==> src/rtl/ad9516_cfg_sequencer.sv <==
// Power-up and register-table sequencer for the two on-board AD9516 clock chips.
// Define AD9516_READBACK_EN to read back and verify every table write.
module ad9516_cfg_sequencer #(
  parameter int RST_PULSE_CYC    = 1000,
  parameter int RST_WAIT_CYC     = 10000,
  parameter int LOCK_TIMEOUT_CYC = 1000000,
  parameter int MAX_RETRY        = 3,
  parameter int TBL_AW           = 7
) (
  input  logic              sys_clk_i,
  input  logic              hw_arst,
  input  logic              start_i,
  input  logic [1:0]        chip_en_i,
  output logic [1:0]        rst_b_o,
  output logic [1:0]        pd_b_o,
  input  logic [1:0]        status_i,
  output logic [TBL_AW-1:0] tbl_addr_o,
  input  logic [17:0]       tbl_data_i,
  output logic              spi_req_o,
  output logic              spi_sel_o,
  output logic              spi_rnw_o,
  output logic [9:0]        spi_addr_o,
  output logic [7:0]        spi_wdata_o,
  input  logic              spi_ack_i,
  input  logic [7:0]        spi_rdata_i,
  output logic              busy_o,
  output logic              done_o,
  output logic [1:0]        locked_o,
  output logic [1:0]        err_o
);

  localparam int CMAX0 = (RST_PULSE_CYC > RST_WAIT_CYC) ?
                         RST_PULSE_CYC : RST_WAIT_CYC;
  localparam int CMAX  = (CMAX0 > LOCK_TIMEOUT_CYC) ?
                         CMAX0 : LOCK_TIMEOUT_CYC;
  localparam int CW    = $clog2(CMAX + 1);
  localparam int RW    = (MAX_RETRY < 1) ? 1 : $clog2(MAX_RETRY + 1);

  typedef enum logic [3:0] {
    S_IDLE, S_SEL, S_RST_LOW, S_RST_WAIT,
    S_TBL_RD, S_TBL_LAT, S_SPI_REQ, S_SPI_WAIT,
    S_RB_REQ, S_RB_WAIT, S_UPDATE, S_UPD_WAIT,
    S_LOCK_WAIT, S_DONE
  } state_t;

  state_t state_q, state_d;

  logic [1:0]        en_q, proc_q, rst_b_q;
  logic [1:0]        status_s1, status_s2;
  logic [1:0]        locked_q, err_q;
  logic              sel_q, req_q, busy_q, done_q;
  logic [CW-1:0]     cnt_q;
  logic [RW-1:0]     retry_q;
  logic [TBL_AW-1:0] tbl_addr_q;
  logic [9:0]        addr_q;
  logic [7:0]        wdata_q;

  logic [1:0] pend;
  logic       pick, ack_ok, is_end, addr_last;
  logic       pulse_hit, wait_hit, lock_hit, lock_ok, can_retry;

  assign pend      = en_q & ~proc_q;
  assign pick      = ~pend[0];
  assign ack_ok    = spi_ack_i & req_q;
  assign is_end    = tbl_data_i[17:8] == 10'h3FF;
  assign addr_last = &tbl_addr_q;
  assign pulse_hit = cnt_q == CW'(RST_PULSE_CYC - 1);
  assign wait_hit  = cnt_q == CW'(RST_WAIT_CYC - 1);
  assign lock_hit  = cnt_q == CW'(LOCK_TIMEOUT_CYC - 1);
  assign lock_ok   = status_s2[sel_q];
  assign can_retry = retry_q < RW'(MAX_RETRY);

`ifdef AD9516_READBACK_EN
  logic rnw_q, rb_bad, addr_zero;
  assign rb_bad    = spi_rdata_i != wdata_q;
  assign addr_zero = tbl_addr_q == '0;
  assign spi_rnw_o = rnw_q;
`else
  logic unused_rdata;
  assign unused_rdata = ^spi_rdata_i;
  assign spi_rnw_o    = 1'b0;
`endif

  always_ff @(posedge sys_clk_i or posedge hw_arst) begin
    if (hw_arst) state_q <= S_IDLE;
    else         state_q <= state_d;
  end

  always_comb begin
    state_d = state_q;
    unique case (state_q)
      S_IDLE:
        if (start_i)
          state_d = (chip_en_i == 2'b00) ? S_DONE : S_SEL;
      S_SEL:      state_d = (|pend) ? S_RST_LOW : S_DONE;
      S_RST_LOW:  if (pulse_hit) state_d = S_RST_WAIT;
      S_RST_WAIT: if (wait_hit) state_d = S_TBL_RD;
      S_TBL_RD:   state_d = S_TBL_LAT;
      S_TBL_LAT:  state_d = is_end ? S_UPDATE : S_SPI_REQ;
      S_SPI_REQ:  state_d = S_SPI_WAIT;
`ifdef AD9516_READBACK_EN
      S_SPI_WAIT: if (ack_ok) state_d = S_RB_REQ;
      S_RB_REQ:   state_d = S_RB_WAIT;
      S_RB_WAIT:
        if (ack_ok)
          state_d = rb_bad    ? S_SEL :
                    addr_zero ? S_UPDATE : S_TBL_RD;
`else
      S_SPI_WAIT:
        if (ack_ok)
          state_d = addr_last ? S_UPDATE : S_TBL_RD;
`endif
      S_UPDATE:   state_d = S_UPD_WAIT;
      S_UPD_WAIT: if (ack_ok) state_d = S_LOCK_WAIT;
      S_LOCK_WAIT:
        if (lock_ok)
          state_d = S_SEL;
        else if (lock_hit)
          state_d = can_retry ? S_RST_LOW : S_SEL;
      S_DONE:     state_d = S_IDLE;
      default:    state_d = S_IDLE;
    endcase
  end

  always_ff @(posedge sys_clk_i or posedge hw_arst) begin
    if (hw_arst) begin
      status_s1  <= '0;
      status_s2  <= '0;
      en_q       <= '0;
      proc_q     <= '0;
      rst_b_q    <= '0;
      locked_q   <= '0;
      err_q      <= '0;
      sel_q      <= 1'b0;
      req_q      <= 1'b0;
      busy_q     <= 1'b0;
      done_q     <= 1'b0;
      cnt_q      <= '0;
      retry_q    <= '0;
      tbl_addr_q <= '0;
      addr_q     <= '0;
      wdata_q    <= '0;
`ifdef AD9516_READBACK_EN
      rnw_q      <= 1'b0;
`endif
    end else begin
      status_s1 <= status_i;
      status_s2 <= status_s1;
      done_q    <= 1'b0;
      case (state_q)
        S_IDLE:
          if (start_i) begin
            en_q     <= chip_en_i;
            proc_q   <= '0;
            locked_q <= '0;
            err_q    <= '0;
            busy_q   <= 1'b1;
          end
        S_SEL:
          if (|pend) begin
            sel_q          <= pick;
            proc_q[pick]   <= 1'b1;
            rst_b_q[pick]  <= 1'b0;
            retry_q        <= '0;
            cnt_q          <= '0;
            tbl_addr_q     <= '0;
          end
        S_RST_LOW:
          if (pulse_hit) begin
            cnt_q          <= '0;
            rst_b_q[sel_q] <= 1'b1;
          end else begin
            cnt_q <= cnt_q + 1'b1;
          end
        S_RST_WAIT:
          cnt_q <= wait_hit ? '0 : cnt_q + 1'b1;
        S_SPI_REQ: begin
          req_q   <= 1'b1;
          addr_q  <= tbl_data_i[17:8];
          wdata_q <= tbl_data_i[7:0];
        end
        S_SPI_WAIT:
          if (ack_ok) begin
            req_q      <= 1'b0;
            tbl_addr_q <= tbl_addr_q + 1'b1;
          end
`ifdef AD9516_READBACK_EN
        S_RB_REQ: begin
          req_q <= 1'b1;
          rnw_q <= 1'b1;
        end
        S_RB_WAIT:
          if (ack_ok) begin
            req_q <= 1'b0;
            rnw_q <= 1'b0;
            if (rb_bad) err_q[sel_q] <= 1'b1;
          end
`endif
        S_UPDATE: begin
          req_q   <= 1'b1;
          addr_q  <= 10'h232;
          wdata_q <= 8'h01;
        end
        S_UPD_WAIT:
          if (ack_ok) begin
            req_q <= 1'b0;
            cnt_q <= '0;
          end
        S_LOCK_WAIT:
          if (lock_ok) begin
            locked_q[sel_q] <= 1'b1;
          end else if (lock_hit) begin
            cnt_q <= '0;
            if (can_retry) begin
              // next attempt restarts the reset pulse and the table
              retry_q        <= retry_q + 1'b1;
              tbl_addr_q     <= '0;
              rst_b_q[sel_q] <= 1'b0;
            end else begin
              err_q[sel_q] <= 1'b1;
            end
          end else begin
            cnt_q <= cnt_q + 1'b1;
          end
        S_DONE: begin
          busy_q <= 1'b0;
          done_q <= 1'b1;
        end
        default: ;
      endcase
    end
  end

  assign rst_b_o     = rst_b_q;
  assign pd_b_o      = 2'b11;
  assign tbl_addr_o  = tbl_addr_q;
  assign spi_req_o   = req_q;
  assign spi_sel_o   = sel_q;
  assign spi_addr_o  = addr_q;
  assign spi_wdata_o = wdata_q;
  assign busy_o      = busy_q;
  assign done_o      = done_q;
  assign locked_o    = locked_q;
  assign err_o       = err_q;

endmodule

==> config.mk <==
export PLATFORM = sky130hd
export DESIGN_NAME = ad9516_cfg_sequencer
export DESIGN_NICKNAME = d
export VERILOG_FILES = /design/src/rtl/ad9516_cfg_sequencer.sv
export SDC_FILE = /design/constraint.sdc
export NUM_CORES = 1
export LEC_CHECK = 0
export ABC_AREA = 0
export CAP_MARGIN = 5
export CORE_UTILIZATION = 35
export DETAILED_ROUTE_END_ITERATION = 7
export GPL_TIMING_DRIVEN = 1
export PLACE_DENSITY = 0.59
export RECOVER_POWER = 25
export SYNTH_ARGS = -nofsm -noshare
export SYNTH_HDL_FRONTEND = slang
export SYNTH_SLANG_ARGS = --single-unit
==> constraint.sdc <==
create_clock -name sys_clk_i -period 2.7 [get_ports sys_clk_i]
set_input_delay 0.81 -clock sys_clk_i [delete_from_list [all_inputs] [get_ports sys_clk_i]]
set_output_delay 0.81 -clock sys_clk_i [all_outputs]
set_load 0.005 [all_outputs]
==> results by group, run 1 <==
Timing
  • Setup TNS: 0 ns
  • Tmin final: 2.35 ns
  • Peak Freq: 425 MHz
  • RSZ-0062 raised after global routing: no
  • Slew Viols, Final: 0
  • Slew margin rel.: 0.0132
  • Final worst setup slack: 0.346 ns
  • Final Hold Vio Count: 0
  • Final Cycle Share: 0.872
  • Final setup vio count: 0
  • Worst Tran Pin Value: 1.48 ns
  • Final Skew: 0.0148 ns

Global route
  • First-pass GRT wire length: 14,400 um
  • GRT Total Usage: 0.176
  • Total congestion overflow: 0
  • Initial antenna violation count: 0
  • Vias in the first global route: 2,888
  • Largest net degree at the start of global routing: 42

Floorplan
  • Num rows: 36
  • Die W: 103 um
  • Die area: 10,700 um2
  • Initial core utilization: 0.365
  • Core ar.: 9860 um2
  • DIE HEIGHT: 103 um
  • I/O pin count: 72

Clocking
  • Reg clk slew, reported paths: 0.07 ns
  • Clk buf depth: 2
  • H-tree depth: 3
  • Num CTS Buffers: 9
  • Setup bufs post-CTS: 0
  • Clk root buf: clkbuf_8
  • Clock sinks: 69
  • CTS tree: built
  • CTS Hold Bufs: 0
  • Post-cts sizing count: 0
  • Clock latency at the later pin of the worst-skew pair: 0.35 ns

Route
  • Vias/cell: 5.29
  • Vias: 3,048
  • DRC Markers: 0
  • DRT Wirelength: 8630 um
  • Wire per inst: 15.0 um
  • Final antenna-violating net count: 0
  • DRT iter0 DRCs: 98
  • Pre-antenna DRT Iters: 5

Setup path
  • Max incr delay on CP: 0.49 ns
  • CP Cell Sequence: clkdlybuf4s50_1, nand2_1, a31oi_1, buf_4, nand2_1, or4_1, a21oi_1
  • Data required time of the critical path: 2.97 ns
  • Reg-to-Reg Start: cnt_q[0]
  • R2r setup slk: 0.36 ns
  • Slowest CP cell: or4_1
  • Crit Reg-Reg Endpoint: rst_b_o[0]
  • Most used cell, CP: nand2_1
  • Critical path launch point type: input pin
  • Max FO, Critical Path: 11
  • Critical path data arrival time: 2.62 ns
  • Crit path kind: in2reg
  • Crit path capture type: flop
  • Reg2Reg Depth: 7

Final layout
  • Fillers: 954
  • Layout cells sized above 1: 0.106
  • Final net count: 475
  • Commonest cells after routing, fill and taps aside: dfrtp_1, clkdlybuf4s50_1, nor2_1
  • N_diodes: 0
  • Final instance area: 4590 um2
  • Commonest non-fill, non-tap cell in the layout: dfrtp_1
  • Final cell utilization of the core: 0.465
  • Area growth from synthesis to layout: 27.4%
  • Final Non-Filler Cells: 576

Power
  • P_int: 0.00272 W
  • Clk pwr share: 0.196
  • Seq pwr share: 0.353
  • P_leak: 1.90 nW
  • Psw: 0.00156 W
  • Pwr per Cell Area: 932 nW/um2
  • VDD IR max: 0.000364 V
  • Comb pwr share: 0.451
  • Net Sw Frac: 0.365

Yosys
  • Synth area leader: dfrtp_1
  • Ys async rst share: 1.00
  • Synth top area cells: dfrtp_1, nor2_1, a22o_1, a21oi_1, o21ai_0
  • EDFF count, synth: 0
  • #FFs+latches synth: 69
  • Sequential cell area fraction in the yosys report: 0.480
  • Mean Syn Cell Area: 9.78 um2
  • Top_reg_cell synth: dfrtp_1
  • Mapped Cells: 368
  • Synth top area share: 0.480
  • Synth warn: 0
  • Syn Std Cell Area: 3600 um2
  • Yosys cell types: 63

Min path
  • Hold path startpoint: status_s1[1]
  • Hold endpoint: status_s2[1]
  • Cell depth of the worst hold path: 0
  • Hold crit path type: reg2reg

Placement
  • GP Congestion: 0.799
  • IO buf count: 60
  • Post-Place Worst Slack: 0.0118 ns
  • Post-DP Area: 4400 um2
  • Dpl cells: 560
  • Final HPWL DP: 6290 um

Run
  • Max cap viols: 0

Run status
  • Run status: finished, final reports clean
-- metrics by stage --
| stage | power [W] | hold slack (ns) |
|---|---|---|
| 2_1_floorplan | 0.00267 | 0.331 |
| 3_3_place_gp | 0.00345 | 0.333 |
| 3_5_place_dp | 0.00347 | 0.336 |
| 4_1_cts | 0.00432 | 0.353 |
| 5_1_grt | 0.00460 | 0.370 |
| 6_report | 0.00428 | 0.350 |
-- per-layer routing --
metal | GRT usage | share of wire | wire (um) | vias up
li1 | - | - | - | 1496
met1 | 0.239 | 0.48 | 4180 | 1488
met2 | 0.274 | 0.47 | 4070 | 54
met3 | 0.0457 | 0.033 | 286 | 10
met4 | 0.0553 | 0.011 | 97 | 0
met5 | 0 | 0 | 0 | -
-- registers in the layout, indices dropped and copies added (netlist names) --
register     count
cnt_q           20
spi_addr_o      10
spi_wdata_o      8
tbl_addr_o       7
state_q          4
en_q             2
err_o            2
locked_o         2
proc_q           2
retry_q          2
rst_b_o          2
status_s1        2
status_s2        2
busy_o           1
done_o           1
spi_req_o        1
spi_sel_o        1
-- layout make-up --
class                   instances  area (um2)  area share
clock inverters                 4        47.5      0.0104
repair buffers                 77         731       0.159
well taps                     133         166      0.0363
inverters                       9        33.8     0.00736
flip-flops and latches         69        1730       0.376
multi-input cells             272        1740       0.379
clock buffers                  12         145      0.0316
-- Yosys cell counts (all sizes together) (2+ instances only) --
library cell,instances
a2111oi,2
a21oi,22
a22o,13
a31oi,7
and2,4
and3,6
and4,4
buf,13
clkbuf,6
conb,2
dfrtp,69
ha,3
inv,9
mux2,4
nand2,25
nand2b,3
nand3,16
nand4,12
nand4b,3
nor2,41
nor2b,6
nor3,7
nor3b,4
nor4,3
o2111ai,2
o21a,2
o21ai,21
o22a,10
o22ai,2
o31ai,11
or2,2
or3,4
or4,4
xnor2,2
xor2,10
-- cell families (layout without fill, tap and decap cells) --
family,Yosys count,count (layout),synth area share
AND/OR/NAND/NOR,148,148,0.222
AO/OA/AOI/OAI,101,101,0.202
flip-flops,69,69,0.480
buffers and inverters,28,102,0.0389
XOR/XNOR,12,12,0.0292
adder cells (fa/ha/maj),4,4,0.0136
multiplexers,4,4,0.0125
other,2,3,0.00209
-- power groups by stage --
stage                     sequential (W)  clock [W]  combinational, W
after floorplan                  0.00150          0           0.00116
after global placement           0.00152          0           0.00193
after detailed placement         0.00152          0           0.00195
after CTS                        0.00150   0.000862           0.00196
after global routing             0.00155   0.000913           0.00214
final                            0.00151   0.000837           0.00193
-- worst max-delay path by stage --
stage | to | from | slack, ns | cells after the start
floorplan | busy_o | hw_arst | 0.15 | 1
global placement | cnt_q[16] | spi_ack_i | 0.06 | 7
detailed placement | cnt_q[16] | spi_ack_i | 0.01 | 7
CTS | rst_b_o[0] | cnt_q[0] | 0.37 | 7
global route | tbl_addr_o[0] | hw_arst | 0.1 | 3
finish | cnt_q[16] | spi_ack_i | 0.35 | 7
-- critical path, delay by kind of cell --
kind | cells | cell delay [ns]
compound gates | 2 | 0.44
buf+inv | 2 | 0.72
simple gates | 3 | 0.65
(Power assumes the default switching activity.)
==> run 2: changes to the inputs <==
--- a/config.mk
+++ b/config.mk
@@ -7,10 +7,12 @@
 export LEC_CHECK = 0
 export ABC_AREA = 0
 export CAP_MARGIN = 5
+export CELL_PAD_IN_SITES_DETAIL_PLACEMENT = 0
+export CELL_PAD_IN_SITES_GLOBAL_PLACEMENT = 1
 export CORE_UTILIZATION = 35
 export DETAILED_ROUTE_END_ITERATION = 7
 export GPL_TIMING_DRIVEN = 1
-export PLACE_DENSITY = 0.59
+export PLACE_DENSITY = 0.74
 export RECOVER_POWER = 25
 export SYNTH_ARGS = -nofsm -noshare
 export SYNTH_HDL_FRONTEND = slang
==> run 2 against run 1 <==
Power rose by 2.6%. Die area is the same. First-iteration DRC count rose by 2.0%. Combinational power grew 2%. Clock power grew 9.1%.
==> results by group, run 2 (synthesis results as in run 1) <==
Run status
  • Run status: finished, final reports clean (unchanged)

Placement
  • GP Congestion: 0.797 (was 0.799)
  • Final HPWL DP: 6490 um (was 6290 um)
  • IO buf count: 60 (unchanged)
  • Dpl cells: 564 (was 560)
  • Post-DP Area: 4460 um2 (was 4400 um2)
  • Post-Place Worst Slack: -0.0351 ns (was 0.0118 ns)

Min path
  • Hold crit path type: reg2reg (unchanged)

Timing
  • Final Cycle Share: 0.889 (was 0.872)
  • Tmin final: 2.40 ns (was 2.35 ns)
  • Final worst setup slack: 0.300 ns (was 0.346 ns)
  • Final setup vio count: 0 (unchanged)
  • Slew margin rel.: 0.395 (was 0.0132)
  • RSZ-0062 raised after global routing: no (unchanged)
  • Peak Freq: 417 MHz (was 425 MHz)
  • Final Hold Vio Count: 0 (unchanged)
  • Slew Viols, Final: 0 (unchanged)
  • Final Skew: 0.0143 ns (was 0.0148 ns)
  • Worst Tran Pin Value: 0.907 ns (was 1.48 ns)

Final layout
  • Max reg flops: 20 (unchanged)
  • Fillers: 931 (was 954)
  • Area growth from synthesis to layout: 29.4% (was 27.4%)
  • N_diodes: 0 (unchanged)
  • Commonest non-fill, non-tap cell in the layout: dfrtp_1 (unchanged)
  • Commonest cells after routing, fill and taps aside: dfrtp_1, clkdlybuf4s50_1, nor2_1 (unchanged)
  • Layout cells sized above 1: 0.119 (was 0.106)
  • Biggest register: cnt_q (unchanged)
  • Final net count: 479 (was 475)
  • Final Non-Filler Cells: 579 (was 576)
  • Final instance area: 4660 um2 (was 4590 um2)

Setup path
  • CP Cell Sequence: clkdlybuf4s50_1, nand2_1, a31oi_1, nand4_1, buf_4, or3_1, a21oi_1 (was clkdlybuf4s50_1, nand2_1, a31oi_1, buf_4, nand2_1, or4_1, a21oi_1)
  • Max incr delay on CP: 0.48 ns (was 0.49 ns)
  • Critical path buffer and inverter count: 2 (unchanged)
  • Crit path capture type: flop (unchanged)
  • Delay-heaviest family, CP: buffers and inverters (unchanged)
  • Slowest CP cell: clkdlybuf4s50_1 (was or4_1)
  • Max FO, Critical Path: 6 (was 11)
  • Critical path launch point type: input pin (unchanged)
  • R2r setup slk: 0.33 ns (was 0.36 ns)
  • Critical path data arrival time: 2.66 ns (was 2.62 ns)
  • Data required time of the critical path: 2.96 ns (was 2.97 ns)
  • Crit path kind: in2reg (unchanged)

Power
  • VDD IR max: 0.000474 V (was 0.000364 V)
  • P_leak: 1.94 nW (was 1.90 nW)
  • Pwr per Cell Area: 942 nW/um2 (was 932 nW/um2)
  • Pwr Total: 0.00439 W (was 0.00428 W)

Clocking
  • CTS Hold Bufs: 0 (unchanged)
  • Reg clk slew, reported paths: 0.07 ns (about the same)
  • Num CTS Buffers: 9 (unchanged)
  • CTS tree: built (unchanged)
  • Setup bufs post-CTS: 0 (unchanged)
  • Clock latency at the later pin of the worst-skew pair: 0.35 ns (about the same)
  • Clk root buf: clkbuf_8 (unchanged)
  • H-tree depth: 3 (unchanged)
  • Post-cts sizing count: 0 (unchanged)
  • Clk buf depth: 2 (unchanged)
  • Clock sinks: 69 (unchanged)

Route
  • DRT Wirelength: 8880 um (was 8630 um)
  • Vias: 3,060 (was 3,048)
  • Final antenna-violating net count: 0 (unchanged)
  • DRT iter0 DRCs: 100 (was 98)
  • Pre-antenna DRT Iters: 4 (was 5)
  • DRC Markers: 0 (unchanged)
  • Wire per inst: 15.3 um (was 15.0 um)
  • Vias/cell: 5.28 (was 5.29)

Run
  • Max cap viols: 0 (unchanged)

Global route
  • First-pass GRT wire length: 14,900 um (was 14,400 um)
  • Vias in the first global route: 2,919 (was 2,888)
  • Largest net degree at the start of global routing: 31 (was 42)
  • Total congestion overflow: 0 (unchanged)
  • Initial antenna violation count: 0 (unchanged)
  • GRT Total Usage: 0.182 (was 0.176)

Floorplan
  • Initial core utilization: 0.365 (unchanged)
  • Core ar.: 9860 um2 (unchanged)
  • Num rows: 36 (unchanged)
  • Die W: 103 um (unchanged)
  • Die area: 10,700 um2 (unchanged)
  • I/O pin count: 72 (unchanged)
  • DIE HEIGHT: 103 um (unchanged)
-- run 2: metrics by stage --
step / utilization / setup TNS, ns / hold WS [ns]
floorplan: - / 0 / 0.331
CTS: 0.474 / 0 / 0.359
global placement: 0.452 / 0 / 0.333
finish: 0.472 / 0 / 0.355
global route: 0.472 / 0 / 0.372
detailed placement: 0.452 / -0.0493 / 0.343
-- run 2: final timing paths --
check / cells past startpoint / endpoint / start
min in group asynchronous: 2 / spi_addr_o[8] / hw_arst
worst max register to register: 9 / cnt_q[3] / state_q[1]
max in group asynchronous: 3 / tbl_addr_o[3] / hw_arst
worst max-delay path: 7 / cnt_q[13] / spi_ack_i
worst min register to register: 0 / status_s2[0] / status_s1[0]
worst min-delay path: 0 / status_s2[0] / status_s1[0]
-- run 2: layer usage --
| layer | GRT usage | part of all wire |
|---|---|---|
| met4 | 0.0639 | 0.0097 |
| met1 | 0.248 | 0.47 |
| met2 | 0.292 | 0.49 |
| met5 | 0 | 0 |
| met3 | 0.0302 | 0.037 |
-- run 2: where the power goes --
part	leakage, nW	internal [W]	switching (W)
Clock	0.101	0.000515	0.000398
Combinational	0.931	0.000990	0.000978
Sequential	0.906	0.00130	0.000207
Total	1.94	0.00280	0.00158
-- run 2: layout make-up --
class                      count  area (um2)  area share
sequential                    69        1730       0.371
tap                          133         166      0.0357
clock buffer                   9         124      0.0266
inverter                       9        33.8     0.00725
timing repair buffer          81         781       0.168
multi-input combinational    272        1740       0.373
clock inverter                 6        88.8      0.0191
-- run 2: worst register-to-register path: stages (launching register included) --
cell and delay [ns]:
dfrtp_1 0.51, nor4b_2 0.50, nor3b_2 0.32, a31oi_1 0.11, buf_4 0.21, nand2_1 0.09
buf_4 0.14, nor2_4 0.04, buf_12 0.15, a2111oi_2 0.19
==> edit: new RTL, flow settings as in run 2 <==
The option `AD9516_READBACK_EN` is turned on by a define.
--- a/src/rtl/ad9516_cfg_sequencer.sv
+++ b/src/rtl/ad9516_cfg_sequencer.sv
@@ -1,4 +1,6 @@
 // Power-up and register-table sequencer for the two on-board AD9516 clock chips.
 // Define AD9516_READBACK_EN to read back and verify every table write.
+`define AD9516_READBACK_EN
+
 module ad9516_cfg_sequencer #(
   parameter int RST_PULSE_CYC    = 1000,
Check against the original RTL: same outputs for any inputs over 10 cycles, from zero or initial values and one cycle with hw_arst high; that may be too few to reach the edited logic, so the function may still have changed.
==> edit against run 2 <==
  * First-iteration DRC count is 99% higher
  * Setup slack worse by 0.15 ns
  * Synthesized area is 4.5% higher
  * Wire length is 13% higher
  * Design area is 7.5% higher
  * Sequential cell count is 1 higher
  * Clock skew hardly changed
  * Total power is 13% higher
  * Count of clock-buffer cells in the layout is 1 higher
  * Critical path depth stayed put
  * Critical endpoint is now cnt_q[5]
==> edit: results (changes against run 2) <==
==================================================================================
Result of the run ................................................... complete, no violations
Reg2Reg Launch Point ................................................    cnt_q[11]
Share of final-layout standard cells stronger than drive strength 1 .        10.1%   -1.8 points
Detailed-route vias per instance ....................................         5.35   +1.2%
Multiplexer area fraction after synthesis ...........................        1.63%   +0.38 points
Largest net degree at the start of global routing ...................           33   +6.5%
HPWL after detailed placement .......................................      7540 µm   +16%
Number of global-route vias before repair ...........................         3379   +16%
Leakage .............................................................      2.13 nW   +9.8%
RePlAce Congestion ..................................................        0.881   +11%
Top cells by area in the synthesized netlist ........................ sky130_fd_sc_hd__dfrtp_1, sky130_fd_sc_hd__nand2_1, sky130_fd_sc_hd__nor2_1
Synth Area in XOR/XNOR ..............................................        4.19%   +1.3 points
Worst setup endpoint ................................................     cnt_q[5]
Detailed-routing wirelength on met1 .................................      5060 µm   +22%
Kind of cell with the highest combined delay on the critical path ... simple AND/OR/NAND/NOR gates
Fraction of power spent switching nets ..............................        37.6%   +1.5 points
Number of filler cells placed in the layout .........................         1000   +7.4%
Adder and majority gate portion of the synthesized area .............        1.60%   +0.24 points
Clock power share ...................................................        20.6%   -0.2 points
Startpoint Class ....................................................         flop
Routed wirelength normalized by instance count ......................      15.5 µm   +0.85%
Slowest stage delay, CP .............................................      0.55 ns   +0.07 ns
WL met2 .............................................................      4500 µm   +4.4%
Rel. slew slack .....................................................        39.8%   +0.33 points
Global-route wire length before repair ..............................     17100 µm   +15%
Setup clock skew after layout .......................................    0.0145 ns   +0.000137 ns
Top cells by count, synth ........................................... sky130_fd_sc_hd__dfrtp_1, sky130_fd_sc_hd__nand2_1, sky130_fd_sc_hd__nor2_1
Fraction of power consumed by combinational cells ...................        46.8%   +1.9 points
Aggregate global-route resource usage ...............................        19.3%   +1.1 points
Setup WS pre-CTS ....................................................  -0.00991 ns   +0.0252 ns
Synth unique cells ..................................................           51   -19%
Internal power summed over all cells ................................    0.00308 W   +10%
Violation count after the first detailed-routing iteration ..........          199   +99%
==================================================================================
-- edit: area by class of cell --
type                    count  area share, %
multi-input cells         321           37.7
flip-flops and latches     70           35.0
repair buffers             98           18.5
well taps                 136           3.40
clock buffers              10           2.55
clock inverters             6           2.20
inverters                  10          0.750
-- edit: stage by stage --
stage / cells / hold slack (ns) / instance area, µm²
after floorplan: 420 / 0.331 / 3770
after global placement: 635 / 0.337 / 4790
after detailed placement: 635 / 0.339 / 4790
after CTS: 651 / 0.357 / 5030
after global routing: 651 / 0.369 / 5000
final: 651 / 0.354 / 5000
-- edit: cells by family (layout without fill, tap and decap cells) --
| family | Yosys count | count (layout) |
|---|---|---|
| compound gates | 90 | 90 |
| xor+xnor | 18 | 18 |
| fa+ha+maj | 5 | 5 |
| buf+inv | 29 | 124 |
| flops | 70 | 70 |
| mux | 6 | 6 |
| other cells | 1 | 2 |
| simple gates | 200 | 200 |
